`config.mk`:
```
export PLATFORM = sky130hd
export DESIGN_NAME = main_memory
export DESIGN_NICKNAME = d
export VERILOG_FILES = /design/src/rtl/main_memory.sv
export SDC_FILE = /design/constraint.sdc
export NUM_CORES = 2
export LEC_CHECK = 0
export BUFFER_PORTS_ARGS = -buffer_cell sky130_fd_sc_hd__buf_2
export CAP_MARGIN = 40
export CORE_MARGIN = 4
export CORE_UTILIZATION = 63
export DETAILED_ROUTE_END_ITERATION = 10
export PLACE_DENSITY = 0.81
export SYNTH_ARGS = -nofsm -noshare
export SYNTH_HDL_FRONTEND = slang
export SYNTH_SLANG_ARGS = --single-unit
```
`constraint.sdc`:
```
create_clock -name clk -period 4.45 [get_ports clk]
set_clock_uncertainty 0.05 [all_clocks]
set_input_delay 0 -clock clk [delete_from_list [all_inputs] [get_ports clk]]
set_output_delay 0 -clock clk [all_outputs]
set_load 0.05 [all_outputs]
```
`src/rtl/main_memory.sv`:
```
// Byte-addressed backing store under the cache: 4-byte little-endian block reads, single-byte writes.
// Latency: ready/done assert LATENCY edges after acceptance. Backpressure: ready/done stay high until the requester drops its request.
// MEM_INIT_EN: when defined, every reset loads mem[i] = i; otherwise contents are left untouched by reset.
module main_memory #(
  parameter int LATENCY = 4,
  parameter int ADDR_W  = 8
) (
  input  logic              clk,
  input  logic              rst,
  input  logic              MRead_request,
  input  logic              MWrite_request,
  input  logic [7:0]        MWrite_data,
  input  logic [ADDR_W-1:0] MAddress,
  output logic [31:0]       MRead_data,
  output logic              MRead_ready,
  output logic              MWrite_done
);

  typedef enum logic [2:0] {IDLE, RD_WAIT, WR_WAIT, RD_DONE, WR_DONE} state_t;

  localparam int         DEPTH    = 1 << ADDR_W;
  localparam logic [3:0] CNT_INIT = 4'(LATENCY - 1);

  state_t            state_q, state_d;
  logic [3:0]        cnt_q, cnt_d;
  logic [ADDR_W-1:0] addr_q, addr_d;
  logic [7:0]        wdat_q, wdat_d;
  logic [31:0]       rdat_d;
  logic              rdy_d, done_d, mem_we;
  logic [31:0]       blk_word;
  logic [7:0]        mem [DEPTH];

  // addr_q already has its low two bits cleared for reads, so the block never wraps.
  assign blk_word = {mem[{addr_q[ADDR_W-1:2], 2'd3}], mem[{addr_q[ADDR_W-1:2], 2'd2}],
                     mem[{addr_q[ADDR_W-1:2], 2'd1}], mem[{addr_q[ADDR_W-1:2], 2'd0}]};

  always_comb begin
    state_d = state_q;
    cnt_d   = cnt_q;
    addr_d  = addr_q;
    wdat_d  = wdat_q;
    rdat_d  = MRead_data;
    rdy_d   = MRead_ready;
    done_d  = MWrite_done;
    mem_we  = 1'b0;
    case (state_q)
      IDLE: begin
        if (MRead_request) begin
          addr_d  = {MAddress[ADDR_W-1:2], 2'b00};
          cnt_d   = CNT_INIT;
          state_d = RD_WAIT;
        end else if (MWrite_request) begin
          addr_d  = MAddress;
          wdat_d  = MWrite_data;
          cnt_d   = CNT_INIT;
          state_d = WR_WAIT;
        end
      end
      RD_WAIT: begin
        if (cnt_q != 4'd0) begin
          cnt_d = cnt_q - 4'd1;
        end else begin
          rdat_d  = blk_word;
          rdy_d   = 1'b1;
          state_d = RD_DONE;
        end
      end
      WR_WAIT: begin
        if (cnt_q != 4'd0) begin
          cnt_d = cnt_q - 4'd1;
        end else begin
          mem_we  = 1'b1;
          done_d  = 1'b1;
          state_d = WR_DONE;
        end
      end
      RD_DONE: begin
        if (!MRead_request) begin
          rdy_d   = 1'b0;
          state_d = IDLE;
        end
      end
      WR_DONE: begin
        if (!MWrite_request) begin
          done_d  = 1'b0;
          state_d = IDLE;
        end
      end
      default: state_d = IDLE;
    endcase
  end

  always_ff @(posedge clk or negedge rst) begin
    if (!rst) begin
      state_q     <= IDLE;
      cnt_q       <= 4'd0;
      addr_q      <= '0;
      wdat_q      <= 8'd0;
      MRead_data  <= 32'd0;
      MRead_ready <= 1'b0;
      MWrite_done <= 1'b0;
    end else begin
      state_q     <= state_d;
      cnt_q       <= cnt_d;
      addr_q      <= addr_d;
      wdat_q      <= wdat_d;
      MRead_data  <= rdat_d;
      MRead_ready <= rdy_d;
      MWrite_done <= done_d;
    end
  end

  // mem_we is only ever high from WR_WAIT, which reset forces away, so a write in flight is dropped.
`ifdef MEM_INIT_EN
  always_ff @(posedge clk or negedge rst) begin
    if (!rst) begin
      for (int i = 0; i < DEPTH; i++) mem[i] <= 8'(i);
    end else if (mem_we) begin
      mem[addr_q] <= wdat_q;
    end
  end
`else
  always_ff @(posedge clk) begin
    if (mem_we) mem[addr_q] <= wdat_q;
  end
`endif

`ifndef SYNTHESIS
  initial begin
    if (LATENCY < 1 || LATENCY > 15)
      $display("main_memory warning: LATENCY=%0d outside 1..15", LATENCY);
  end

  always @(posedge clk) begin
    if (rst && state_q == WR_WAIT && (MAddress !== addr_q || MWrite_data !== wdat_q))
      $display("main_memory warning: write address/data changed while write pending at %0t", $time);
  end
`endif

endmodule

```
Word-level counts from Yosys, hierarchy flattened
Memories as Yosys holds them, arrays and structs flattened. A register that Yosys moved wholly into a read port is not among the register bits.
Cells that the tools add are included.
{ "op_classes": {"reduce_logical": 18, "bitwise": 2, "mux": 22, "n_addsub": 1, "eq_ne": 10} }
{ "ops": {"columns": ["op", "n"], "rows": [
  ["$mux 3", 6],
  ["$mux 8", 2],
  ["$pmux 3 s5", 1],
  ["$mux 4", 3],
  ["$reduce_and 3->1", 4],
  ["$ne 2x2->1 const B", 4],
  ["$pmux 4 s2", 1],
  ["$reduce_bool 2->1", 4],
  ["$mux 1", 7],
  ["$eq 3x2->1 const B", 2],
  ["$reduce_and 5->1", 1],
  ["$logic_not 1->1", 4],
  ["$pmux 1 s2", 2],
  ["$reduce_and 2->1", 2],
  ["$reduce_bool 4->1", 1],
  ["$sub 4x1->4 const B", 1],
  ["$eq 3x1->1 const B", 1],
  ["$eq 3x3->1 const B", 1],
  ["$logic_not 3->1", 1],
  ["$ne 3x3->1 const B", 1],
  ["$ne 2x1->1 const B", 1],
  ["$not 1->1", 2],
  ["$reduce_or 2->1", 1]
]} }
{ "totals": {"mem_count": 1, "output_inout_bits": 34, "inputBits": 20, "mem_bits_rw": 2048, "word_cells": 60, "ff_bits": 25} }
{ "mem_list": {"columns": ["memory", "depth", "width", "rd", "rd_clocked_by_memory_dff", "wr", "line_no", "text"], "rows": [
  ["mem", 256, 8, 4, 4, 1, "31", "logic [7:0] mem [DEPTH];"]
]} }

Logic depth before layout (Yosys ltp)
{ "logic_depth": {"word_depth": 5, "mapped_depth": 11, "ltp_nobuf": 7} }

Least setup slack after synthesis
OpenSTA, ideal clock, no wires.
{ "synth_path": {"kind": "reg-to-reg", "start": "register wdat_q[0]", "end": "memory mem[0][0] (data pin)", "path_buffers": 0, "path_stages_with_launch": 1, "slack_ps": 418, "t_arrival_ps": 3179, "required_time_ps": 3597, "cell_sequence": "dfrtp_1"} }
{ "synth_rtl": {"columns": ["item", "line_no", "text"], "rows": [
  ["start: declaration", "27", "logic [7:0] wdat_q, wdat_d;"],
  ["start signal: assignment", "106", "wdat_q <= wdat_d;"],
  ["end: declaration", "31", null]
]} }
Straight into the memory's write port.

Final worst setup path
{ "layout_path": {"start": "register cnt_q[0]", "end": "memory mem[18][6], enable pin"} }
{ "layout_between": {"elab_chain_len": 5} }
{ "layout_rtl": {"columns": ["item", "line_no", "text"], "rows": [
  ["start: declaration", "25", "logic [3:0] cnt_q, cnt_d;"],
  ["start signal: assignment", "104", "cnt_q <= cnt_d;"],
  ["$reduce_bool 4->1", "69", "if (cnt_q != 4'd0) begin"],
  ["$mux 1", "69", null],
  ["$mux 1", "46", "case (state_q)"],
  ["$mux 1", "124", "if (mem_we) mem[addr_q] <= wdat_q;"],
  ["$mux 1 (implied by the code)", "124", null]
]} }
No other way between the ends.

==> results.sh <==
export IMPL_syn_nets=3883
export IMPL_grt_max_degree=165
export IMPL_p_total_mw=62.0
export IMPL_root_buffer="clkbuf_16"
export IMPL_layout_area_overhead_vs_synth_pct=12.6
export IMPL_slew_headroom=0.326
export IMPL_max_freq_mhz=250
export IMPL_ys_top_cells_by_area="edfxtp_1, mux4_2, mux2i_1, dfrtp_1, nor2_1"
export IMPL_timing_rr_start="cnt_q[0]"
export IMPL_switching_share=0.341
export IMPL_worstPathArrival_ns=4.40
export IMPL_combPwrFrac=0.302
export IMPL_synth_edf_count=2048
export IMPL_timing_rr_end="mem[18][6]"
export IMPL_critPathMaxFanout=16
export IMPL_hold_path_cell_count=3
export IMPL_post_cts_buffers=0
export IMPL_hold_viol=0
export IMPL_gp_congestion=0.883
export IMPL_min_delay_start="MAddress[5]"
export IMPL_ys_seq_area_frac=0.772
export IMPL_intPower_mw=40.9
export IMPL_wl_um=223000
export IMPL_antenna_found_initial=10
export IMPL_drv_cap=0
export IMPL_start_util=0.637
export IMPL_wire_per_inst_um=36.8
export IMPL_ioPinCount=54
export IMPL_dieArea_um2=135000
export IMPL_yosysUniqueCellTypes=67
export IMPL_ant_nets=0
export IMPL_crit_start="cnt_q[0]"
export IMPL_vias=43743
export IMPL_worstSkewPairLatency_ns=0.84
export IMPL_fin_nets=4186
export IMPL_hold_slack_ns=0.0470
export IMPL_coreArea_um2=128000
export IMPL_setup_viol=0
export IMPL_grt_pass1_wl_um=323000
export IMPL_synth_area_leader_cell="edfxtp_1"
export IMPL_die_w_um=368
export IMPL_use_met3=0.111
export IMPL_yosys_warnings=0
export IMPL_synth_area_per_cell_um2=21.1
export IMPL_rsz0062_at_grt="no"
export IMPL_drtIter0Drc=8489
export IMPL_min_period_ns=4.00
export IMPL_globalRouteMet1Util=0.456
export IMPL_ys_seq_elements=2105
export IMPL_start_kind="flip-flop"
export IMPL_clock_sinks=2105
export IMPL_endpoint_kind="flip-flop"
export IMPL_grtUsageTotal=0.336
export IMPL_h_tree_depth=4
export IMPL_power_density_nw_per_um2=675
export IMPL_drc_errors=0
export IMPL_clockBufferDepth=3
export IMPL_worst_setup_path_type="reg -> reg"
export IMPL_num_rows=131
export IMPL_drive_gt1_frac=0.262
export IMPL_fp_dieH_um=368
export IMPL_required_ns=4.85
export IMPL_hold_path_class="in -> reg"
export IMPL_via_per_inst=7.21
export IMPL_grt_overflow_total=0
export IMPL_hpwl_um=130000
export IMPL_cts_reportedPaths_clkPinSlew_ns=0.07
export IMPL_power_switching_mw=21.2
export IMPL_r2r_setup_slack_ns=0.45
export IMPL_synth_async_reset_ratio=0.0271
export IMPL_syn_area_um2=81600
export IMPL_busiest_layer="met2"
export IMPL_netlist_instances=3861
export IMPL_use_met2=0.502
export IMPL_yosys_most_used_dff="edfxtp_1"
export IMPL_ir_drop_mv=0.939
export IMPL_port_buffers=53
export IMPL_clkPwrFrac=0.275
export IMPL_cts_made_buffers=195
export IMPL_reg2reg_depth=7
export IMPL_maxSlewViolCount=0
export IMPL_dr_pass1_iters=8
export IMPL_period_share=0.898
export IMPL_grt_pass1_vias=44243
export IMPL_min_to="addr_q[5]"
export IMPL_tightest_slew_ns=1.01
export IMPL_cts_tree="yes"
export IMPL_leakage_nw=29.3
export IMPL_synth_top_cell_area_share=0.754
export IMPL_status="completed"
export IMPL_setup_tns_ns=0
export IMPL_p_seq_frac=0.423
[how the worst max path moves through the flow]
stage / depth (start not counted) / to / slack, ns
floorplan: 0 / mem[0][0] / 0.42
global placement: 6 / MRead_data[10] / 0.69
detailed placement: 7 / mem[18][5] / 0.67
CTS: 7 / mem[18][6] / 0.63
global route: 7 / mem[18][6] / 0.48
finish: 7 / mem[18][6] / 0.45
[kinds of logic (layout without fill, tap and decap cells)]
logic type / after synthesis / in the layout / share of synthesized area
buffers and inverters: 241 / 713 / 0.0181
and+or+nand+nor: 532 / 532 / 0.0290
DFF: 2105 / 2105 / 0.772
muxes: 658 / 658 / 0.153
other: 0 / 4 / 0
AOI/OAI and AO/OA: 321 / 321 / 0.0278
xor gates and xnor gates: 2 / 2 / 0.000215
adders and majority gates: 2 / 2 / 0.000307
[layout by cell type (no fill, tap or decap), types with 6 or more instances in the layout]
| master | synthesis | layout |
|---|---|---|
| dfrtp_4 | 0 | 12 |
| a22oi_1 | 104 | 104 |
| and2_1 | 6 | 6 |
| a31oi_1 | 12 | 12 |
| nand4_1 | 10 | 10 |
| a2111oi_0 | 6 | 6 |
| clkinv_1 | 1 | 39 |
| o22ai_1 | 45 | 45 |
| clkbuf_1 | 60 | 27 |
| nor2_1 | 303 | 302 |
| nand2_1 | 89 | 89 |
| a221oi_1 | 7 | 7 |
| nand3_1 | 36 | 36 |
| clkbuf_8 | 0 | 6 |
| buf_4 | 37 | 204 |
| o32a_1 | 17 | 17 |
| edfxtp_1 | 2048 | 2048 |
| o221ai_1 | 8 | 8 |
| nor3_1 | 13 | 12 |
| dlygate4sd3_1 | 0 | 45 |
| a21oi_1 | 56 | 56 |
| inv_6 | 0 | 10 |
| nand2_2 | 16 | 16 |
| dfrtp_1 | 57 | 43 |
| inv_1 | 7 | 7 |
| a211oi_1 | 11 | 11 |
| nor2b_1 | 14 | 9 |
| o21ai_0 | 16 | 16 |
| mux2i_1 | 161 | 161 |
| buf_2 | 85 | 52 |
| bufinv_16 | 0 | 24 |
| mux4_2 | 467 | 467 |
| clkbuf_16 | 0 | 198 |
| mux2_2 | 29 | 29 |
| or3_1 | 7 | 7 |
| buf_12 | 4 | 27 |
| nand2b_1 | 12 | 12 |
| clkinvlp_4 | 0 | 9 |
| clkinv_2 | 0 | 46 |
| o211ai_1 | 12 | 12 |
[repair_timing]
item / 4_1_cts / 5_1_grt
gates resized for setup: 0 / 0
endpoints found under the hold margin: 82 / 0
hold buffers: 45 / 0
[sequential cells by signal, summed over array words and instances, names as in the netlist]
name and count:
MRead_data 32, addr_q 8, mem 2048, MRead_ready 1, state_q 3, cnt_q 4
wdat_q 8, MWrite_done 1
[routing by layer]
metal	wire, um	share of wire	vias up
li1	-	-	16623
met3	34400	0.15	789
met1	73000	0.33	22123
met4	12700	0.057	8
met2	103000	0.46	4200
met5	77	0.00035	-
[power by group through the flow]
stage	logic, mW	clock network (mW)	registers, mW
after global routing	19.2	18.0	26.2
after CTS	18.2	17.1	26.1
after global placement	17.0	0	26.7
final	18.8	17.1	26.2
after detailed placement	17.7	0	26.5
after floorplan	9.70	0	28.0
[critical path, cell delays in order, from the launching register on]
cell and delay, ns:
dfrtp_1 0.42, inv_1 0.13, ha_1 0.20, or3b_1 0.41, or3_1 0.63, nor3_4 0.50
nand2_2 0.44, nor2_1 0.82
[cells in the mapped netlist (all sizes together), types with 4 or more instances]
master	count
o32a	17
or3	7
and3	5
nand2	105
mux4	468
a221oi	7
a2111oi	7
mux2i	161
inv	8
a31oi	12
nand3	36
nor2	304
a211oi	11
nand2b	12
o221ai	8
mux2	29
o22ai	45
o2111ai	4
nor2b	14
edfxtp	2048
and2	7
o21ai	17
dfrtp	57
a32oi	4
nand4	10
a22oi	104
o211ai	12
a32o	4
buf	170
clkbuf	62
nor3	17
a21oi	56
[through the flow]
stage                     std cells  cell area (um2)   util  worst slack, ns
after detailed placement       5646            84800  0.663            0.675
final                          6066            91900  0.718            0.453
after global routing           6062            91900  0.718            0.484
after floorplan                3861            81600      -            0.418
after CTS                      6057            91800  0.717            0.630
after global placement         5638            84700  0.662            0.694
[area by class of cell]
type | instances | area, um2
Sequential cell | 2105 | 63000
Tap cell | 1729 | 2160
Inverter | 9 | 36.3
Timing Repair Buffer | 338 | 2960
Clock buffer | 231 | 5140
Clock inverter | 135 | 1350
Antenna cell | 4 | 10.0
Fill cell | 6820 | 36100
Multi-Input combinational cell | 1515 | 17200
Note: power is estimated with default switching activity, not from simulation.
